[src/rtl/sr_flag_arbiter.sv]
// Round-robin arbiter that turns set/clear commands into timed, non-overlapping S/R pulses.
// Build option SR_SKIP_REDUNDANT_EN: commands that would not change the shadow state skip the pulse.
//
// state   | meaning
// IDLE    | arbitrate among req, latch winner's command
// PULSE   | drive S or R of the latched flag for PULSE_CYC cycles
// RECOVER | guard cycle with no pulse, ack the winner
module sr_flag_arbiter #(
    parameter int NREQ      = 4,
    parameter int NFLAG     = 8,
    parameter int IDXW      = 3,
    parameter int PULSE_CYC = 2
) (
    input  logic                 clk,
    input  logic                 rst,
    input  logic [NREQ-1:0]      req,
    input  logic [NREQ-1:0]      op,
    input  logic [NREQ*IDXW-1:0] idx,
    output logic [NREQ-1:0]      ack,
    output logic [NFLAG-1:0]     s_out,
    output logic [NFLAG-1:0]     r_out,
    output logic [NFLAG-1:0]     q,
    output logic                 busy,
    output logic                 err
);
    localparam int PW = $clog2(NREQ);
    localparam int CW = (PULSE_CYC > 1) ? $clog2(PULSE_CYC) : 1;

    typedef enum logic [1:0] {IDLE, PULSE, RECOVER} state_t;

    state_t            state, state_nxt;
    logic [PW-1:0]     rr_ptr, rr_nxt;
    logic [PW-1:0]     win_id, win_id_nxt;
    logic              win_op, win_op_nxt;
    logic [NFLAG-1:0]  win_mask, win_mask_nxt;
    logic [CW-1:0]     cnt, cnt_nxt;
    logic [NFLAG-1:0]  s_nxt, r_nxt, q_nxt;
    logic [NREQ-1:0]   ack_nxt;
    logic              err_nxt;

    logic              gnt_valid;
    logic [PW-1:0]     gnt_id;
    logic [PW-1:0]     cand;
    logic [IDXW-1:0]   gnt_idx;
    logic              gnt_op;
    logic [NFLAG-1:0]  gnt_mask;
    logic              gnt_in_range;
    logic              gnt_skip;

    // first asserted request at or after rr_ptr, wrapping
    always_comb begin
        gnt_valid = 1'b0;
        gnt_id    = '0;
        cand      = '0;
        for (int k = 0; k < NREQ; k++) begin
            cand = PW'((int'(rr_ptr) + k) % NREQ);
            if (!gnt_valid && req[cand]) begin
                gnt_valid = 1'b1;
                gnt_id    = cand;
            end
        end
    end

    always_comb begin
        gnt_idx = '0;
        for (int i = 0; i < NREQ; i++) begin
            if (gnt_id == PW'(i)) gnt_idx = idx[i*IDXW +: IDXW];
        end
    end

    assign gnt_op       = op[gnt_id];
    assign gnt_in_range = 32'(gnt_idx) < NFLAG;
    assign gnt_mask     = NFLAG'(1) << gnt_idx;

`ifdef SR_SKIP_REDUNDANT_EN
    assign gnt_skip = gnt_in_range && ((|(q & gnt_mask)) == gnt_op);
`else
    assign gnt_skip = 1'b0;
`endif

    assign busy = (state != IDLE);

    always_ff @(posedge clk) begin
        if (rst) begin
            state    <= IDLE;
            rr_ptr   <= '0;
            win_id   <= '0;
            win_op   <= 1'b0;
            win_mask <= '0;
            cnt      <= '0;
            s_out    <= '0;
            r_out    <= '0;
            ack      <= '0;
            q        <= '0;
            err      <= 1'b0;
        end else begin
            state    <= state_nxt;
            rr_ptr   <= rr_nxt;
            win_id   <= win_id_nxt;
            win_op   <= win_op_nxt;
            win_mask <= win_mask_nxt;
            cnt      <= cnt_nxt;
            s_out    <= s_nxt;
            r_out    <= r_nxt;
            ack      <= ack_nxt;
            q        <= q_nxt;
            err      <= err_nxt;
        end
    end

    // outputs are computed one cycle ahead so s_out/r_out/ack/q come straight from flops
    always_comb begin
        state_nxt    = state;
        rr_nxt       = rr_ptr;
        win_id_nxt   = win_id;
        win_op_nxt   = win_op;
        win_mask_nxt = win_mask;
        cnt_nxt      = cnt;
        s_nxt        = '0;
        r_nxt        = '0;
        ack_nxt      = '0;
        q_nxt        = q;
        err_nxt      = err;
        case (state)
            IDLE: begin
                if (gnt_valid) begin
                    win_id_nxt   = gnt_id;
                    win_op_nxt   = gnt_op;
                    win_mask_nxt = gnt_mask;
                    rr_nxt       = PW'((int'(gnt_id) + 1) % NREQ);
                    if (!gnt_in_range) begin
                        err_nxt   = 1'b1;
                        ack_nxt   = NREQ'(1) << gnt_id;
                        state_nxt = RECOVER;
                    end else if (gnt_skip) begin
                        ack_nxt   = NREQ'(1) << gnt_id;
                        state_nxt = RECOVER;
                    end else begin
                        s_nxt     = gnt_op ? gnt_mask : '0;
                        r_nxt     = gnt_op ? '0 : gnt_mask;
                        cnt_nxt   = CW'(PULSE_CYC - 1);
                        state_nxt = PULSE;
                    end
                end
            end
            PULSE: begin
                if (cnt == '0) begin
                    q_nxt     = win_op ? (q | win_mask) : (q & ~win_mask);
                    ack_nxt   = NREQ'(1) << win_id;
                    state_nxt = RECOVER;
                end else begin
                    cnt_nxt = cnt - 1'b1;
                    s_nxt   = s_out;
                    r_nxt   = r_out;
                end
            end
            RECOVER: state_nxt = IDLE;
            default: state_nxt = IDLE;
        endcase
    end
endmodule

[config.mk]
export PLATFORM = sky130hd
export DESIGN_NAME = sr_flag_arbiter
export DESIGN_NICKNAME = d
export VERILOG_FILES = /design/src/rtl/sr_flag_arbiter.sv
export SDC_FILE = /design/constraint.sdc
export NUM_CORES = 1
export LEC_CHECK = 0
export CAP_MARGIN = 20
export CORE_ASPECT_RATIO = 1.25
export CORE_UTILIZATION = 47
export CTS_CLUSTER_DIAMETER = 150
export CTS_CLUSTER_SIZE = 10
export DETAILED_ROUTE_END_ITERATION = 7
export PLACE_DENSITY = 0.78
export SKIP_CTS_REPAIR_TIMING = 1
export SLEW_MARGIN = 20
export SYNTH_ARGS = -nofsm -noshare
export SYNTH_HDL_FRONTEND = slang
export SYNTH_SLANG_ARGS = --single-unit
[constraint.sdc]
create_clock -name clk -period 3.52 [get_ports clk]
set_clock_uncertainty 0.2 [all_clocks]
set_input_delay 0.704 -clock clk [delete_from_list [all_inputs] [get_ports clk]]
set_output_delay 0.704 -clock clk [all_outputs]
set_load 0.02 [all_outputs]
==> results.cfg <==
[hold_path]
worst_hold_path.endpoint = r_out[2]
hold_depth = 2
hp-class = register to register
hp-start = r_out[2]

[timing]
maxSlewHeadroom_pct = 61.6
slew_violations = 0
final-setup-viol-count = 0
fmax_ghz = 0.307
timing.final.crit_period_ns = 3.26
worst_pin_slew_ns = 0.576
final_hold_viol_count = 0
finalCritPeriodShare_pct = 92.5
fin_worst_hold_slack_ns = 0.250
rsz0062_at_grt = no

[setup_path]
critical_path.max_fanout = 6
reg2reg_depth = 10
end_kind = register
crit_chain = clkdlybuf4s50_1 -> mux2i_1 -> o22ai_1 -> or2_1 -> inv_1 -> ha_1 -> nand3b_1 -> a211oi_1 -> nand3_1 -> or3_1 -> a21oi_1
rrSetupSlack_ns = 0.75
crit_family = simple AND/OR/NAND/NOR gates
path_buf_inv = 2
r2r-end = win_mask[7]
crit_path_max_incr_delay_ns = 0.55
worst_ep_required_time_ns = 3.55
cp-start-kind = input port
slowest_stage = clkdlybuf4s50_1
r2r_start = rr_ptr[1]
critPathArrivalTime_ns = 3.28
crit_type = input port to register

[placement]
dp_hpwl_microns = 3100
place.gp.congestion = 0.841
portBuffers = 50
placed_area_sq_um = 2500
placed_cells = 330

[synth]
synth_async_sr_flop_share_pct = 0
synth_cell_type_count = 35
ys_seq_area_share_pct = 45.9
synth-edff-count = 0
avgSynthCellArea_sq_um = 8.38
syn_inst = 229
syn-cell-area_sq_um = 1920
synthFlopType = dfxtp_1
ys_warn_count = 0
synth_fp_nets = 255
synth_seq_cells = 44

[drt]
firstDrtPassIters = 4
wl_microns = 4130
viasPerCell = 5.14
wl_per_cell_microns = 12.3
drc = 0
vias = 1731
drtIter0Drc = 70
ant_nets = 0

[floorplanning]
dieArea_sq_um = 4340
initial_core_util_pct = 49.9
dieWidth_microns = 59.1
die_h_microns = 73.4
design.core.area_sq_um = 3850
rows = 25
num_io_pins = 52

[cells_and_area]
layout.nets = 309
areaGrowthSynthToFinish_pct = 34.4
final_area_sq_um = 2580
n_antenna_cell = 0
layout_common_cells = nand2_1 (50), clkdlybuf4s50_1 (50), dfxtp_1 (44)
drive_gt1_share_pct = 7.42
utilization_pct = 67.0
instances_no_fill = 337
num-fill-cells = 330

[clock_network]
htree_levels = 2
clkTransAtPathRegs_ns = 0.07
cts.path.max_buffers = 2
cts-root-buf = clkbuf_8
cts_tree = yes
numCtsBuffers = 5
cts.sinks = 44
clk_latency_ns = 0.30

[power_and_ir_drop]
internal-power_uw = 856
switching_power_uw = 417
p_leak_nw = 0.941
seqPwrFrac_pct = 45.1
peakVddDrop_mv = 0.261
power_frac_comb_pct = 31.7
power_density_nw_per_um2 = 494
p_sw_share_pct = 32.7
p_clk_share_pct = 23.2

[global_routing]
antenna_found_initial = 0
grt_pass1_vias = 1657
grt_max_degree = 18
overflow = 0
gr-usage-all-layers_pct = 21.4
grt_pass1_wl_microns = 6890

[run]
max-cap-violations = 0

[run_status]
outcome = complete, no violations
-- stage by stage --
step | setup TNS (ns) | setup slack (ns) | total power, mW
floorplan | 0 | 0.506 | 0.831
global placement | 0 | 0.0903 | 0.982
detailed placement | -0.0729 | -0.0333 | 0.989
CTS | 0 | 0.274 | 1.28
global route | 0 | 0.0365 | 1.35
finish | 0 | 0.263 | 1.27
-- tightest hold or removal path: stages, from the launching register on --
cell and delay [ns]:
dfxtp_1 0.33, nand2_1 0.05, o31ai_1 0.05
-- cell families after synthesis --
| family | share of synthesized area [%] |
|---|---|
| AO/OA/AOI/OAI | 17.0 |
| adder cells (fa/ha/maj) | 2.61 |
| buffers and inverters | 4.50 |
| flip-flops | 45.9 |
| multiplexers | 3.91 |
| other | 0.196 |
| AND/OR/NAND/NOR | 25.9 |
-- metal layers --
layer / track usage [%] / up-vias / share of wire [%]
li1: - / 902 / -
met1: 23.8 / 788 / 42
met2: 37.2 / 32 / 53
met3: 5.46 / 9 / 2.6
met4: 10.8 / 0 / 2.4
met5: 0 / - / 0
-- layout make-up --
type                       instances  area (sq um)  share of cell area, %
multi-input combinational        165           951                   36.9
sequential                        44           881                   34.2
timing repair buffer              60           576                   22.3
clock buffer                       6          72.6                   2.81
tap                               54          67.6                   2.62
inverter                           7          26.3                   1.02
clock inverter                     1          5.00                  0.194
-- power groups by stage --
| stage | clock (mW) | combinational, mW | sequential [mW] |
|---|---|---|---|
| floorplan | 0 | 0.238 | 0.592 |
| global placement | 0 | 0.399 | 0.583 |
| detailed placement | 0 | 0.404 | 0.585 |
| CTS | 0.302 | 0.406 | 0.574 |
| global route | 0.319 | 0.449 | 0.579 |
| finish | 0.295 | 0.404 | 0.574 |
-- worst max path at each step --
stage | startpoint | endpoint | slack (ns) | depth (start not counted)
final | req[2] | win_mask[7] | 0.26 | 11
after global routing | req[2] | win_mask[1] | 0.04 | 11
after CTS | req[2] | win_mask[7] | 0.27 | 11
after detailed placement | req[2] | win_mask[7] | -0.03 | 11
after global placement | req[2] | s_out[7] | 0.09 | 11
after floorplan | req[2] | win_mask[7] | 0.51 | 12
-- Yosys cell counts, drive strengths merged, types with 2 or more instances --
| library cell | number | area (sq um) |
|---|---|---|
| ha | 4 | 50.1 |
| nand2 | 50 | 188 |
| nand2b | 2 | 12.5 |
| nand3 | 11 | 55.1 |
| nor3 | 3 | 15.0 |
| o21ai | 4 | 20.0 |
| mux2i | 3 | 30.0 |
| inv | 7 | 26.3 |
| a21oi | 22 | 110 |
| nor2b | 7 | 43.8 |
| and3 | 2 | 12.5 |
| nor2 | 9 | 33.8 |
| dfxtp | 44 | 881 |
| and3b | 2 | 17.5 |
| clkbuf | 11 | 41.3 |
| buf | 2 | 18.8 |
| a211oi | 3 | 22.5 |
| nand3b | 3 | 22.5 |
| nor3b | 2 | 15.0 |
| o31ai | 16 | 125 |
| or2 | 3 | 18.8 |
| or3 | 8 | 50.1 |
| mux4 | 2 | 45.0 |
Power figures use the tool's default switching activity.
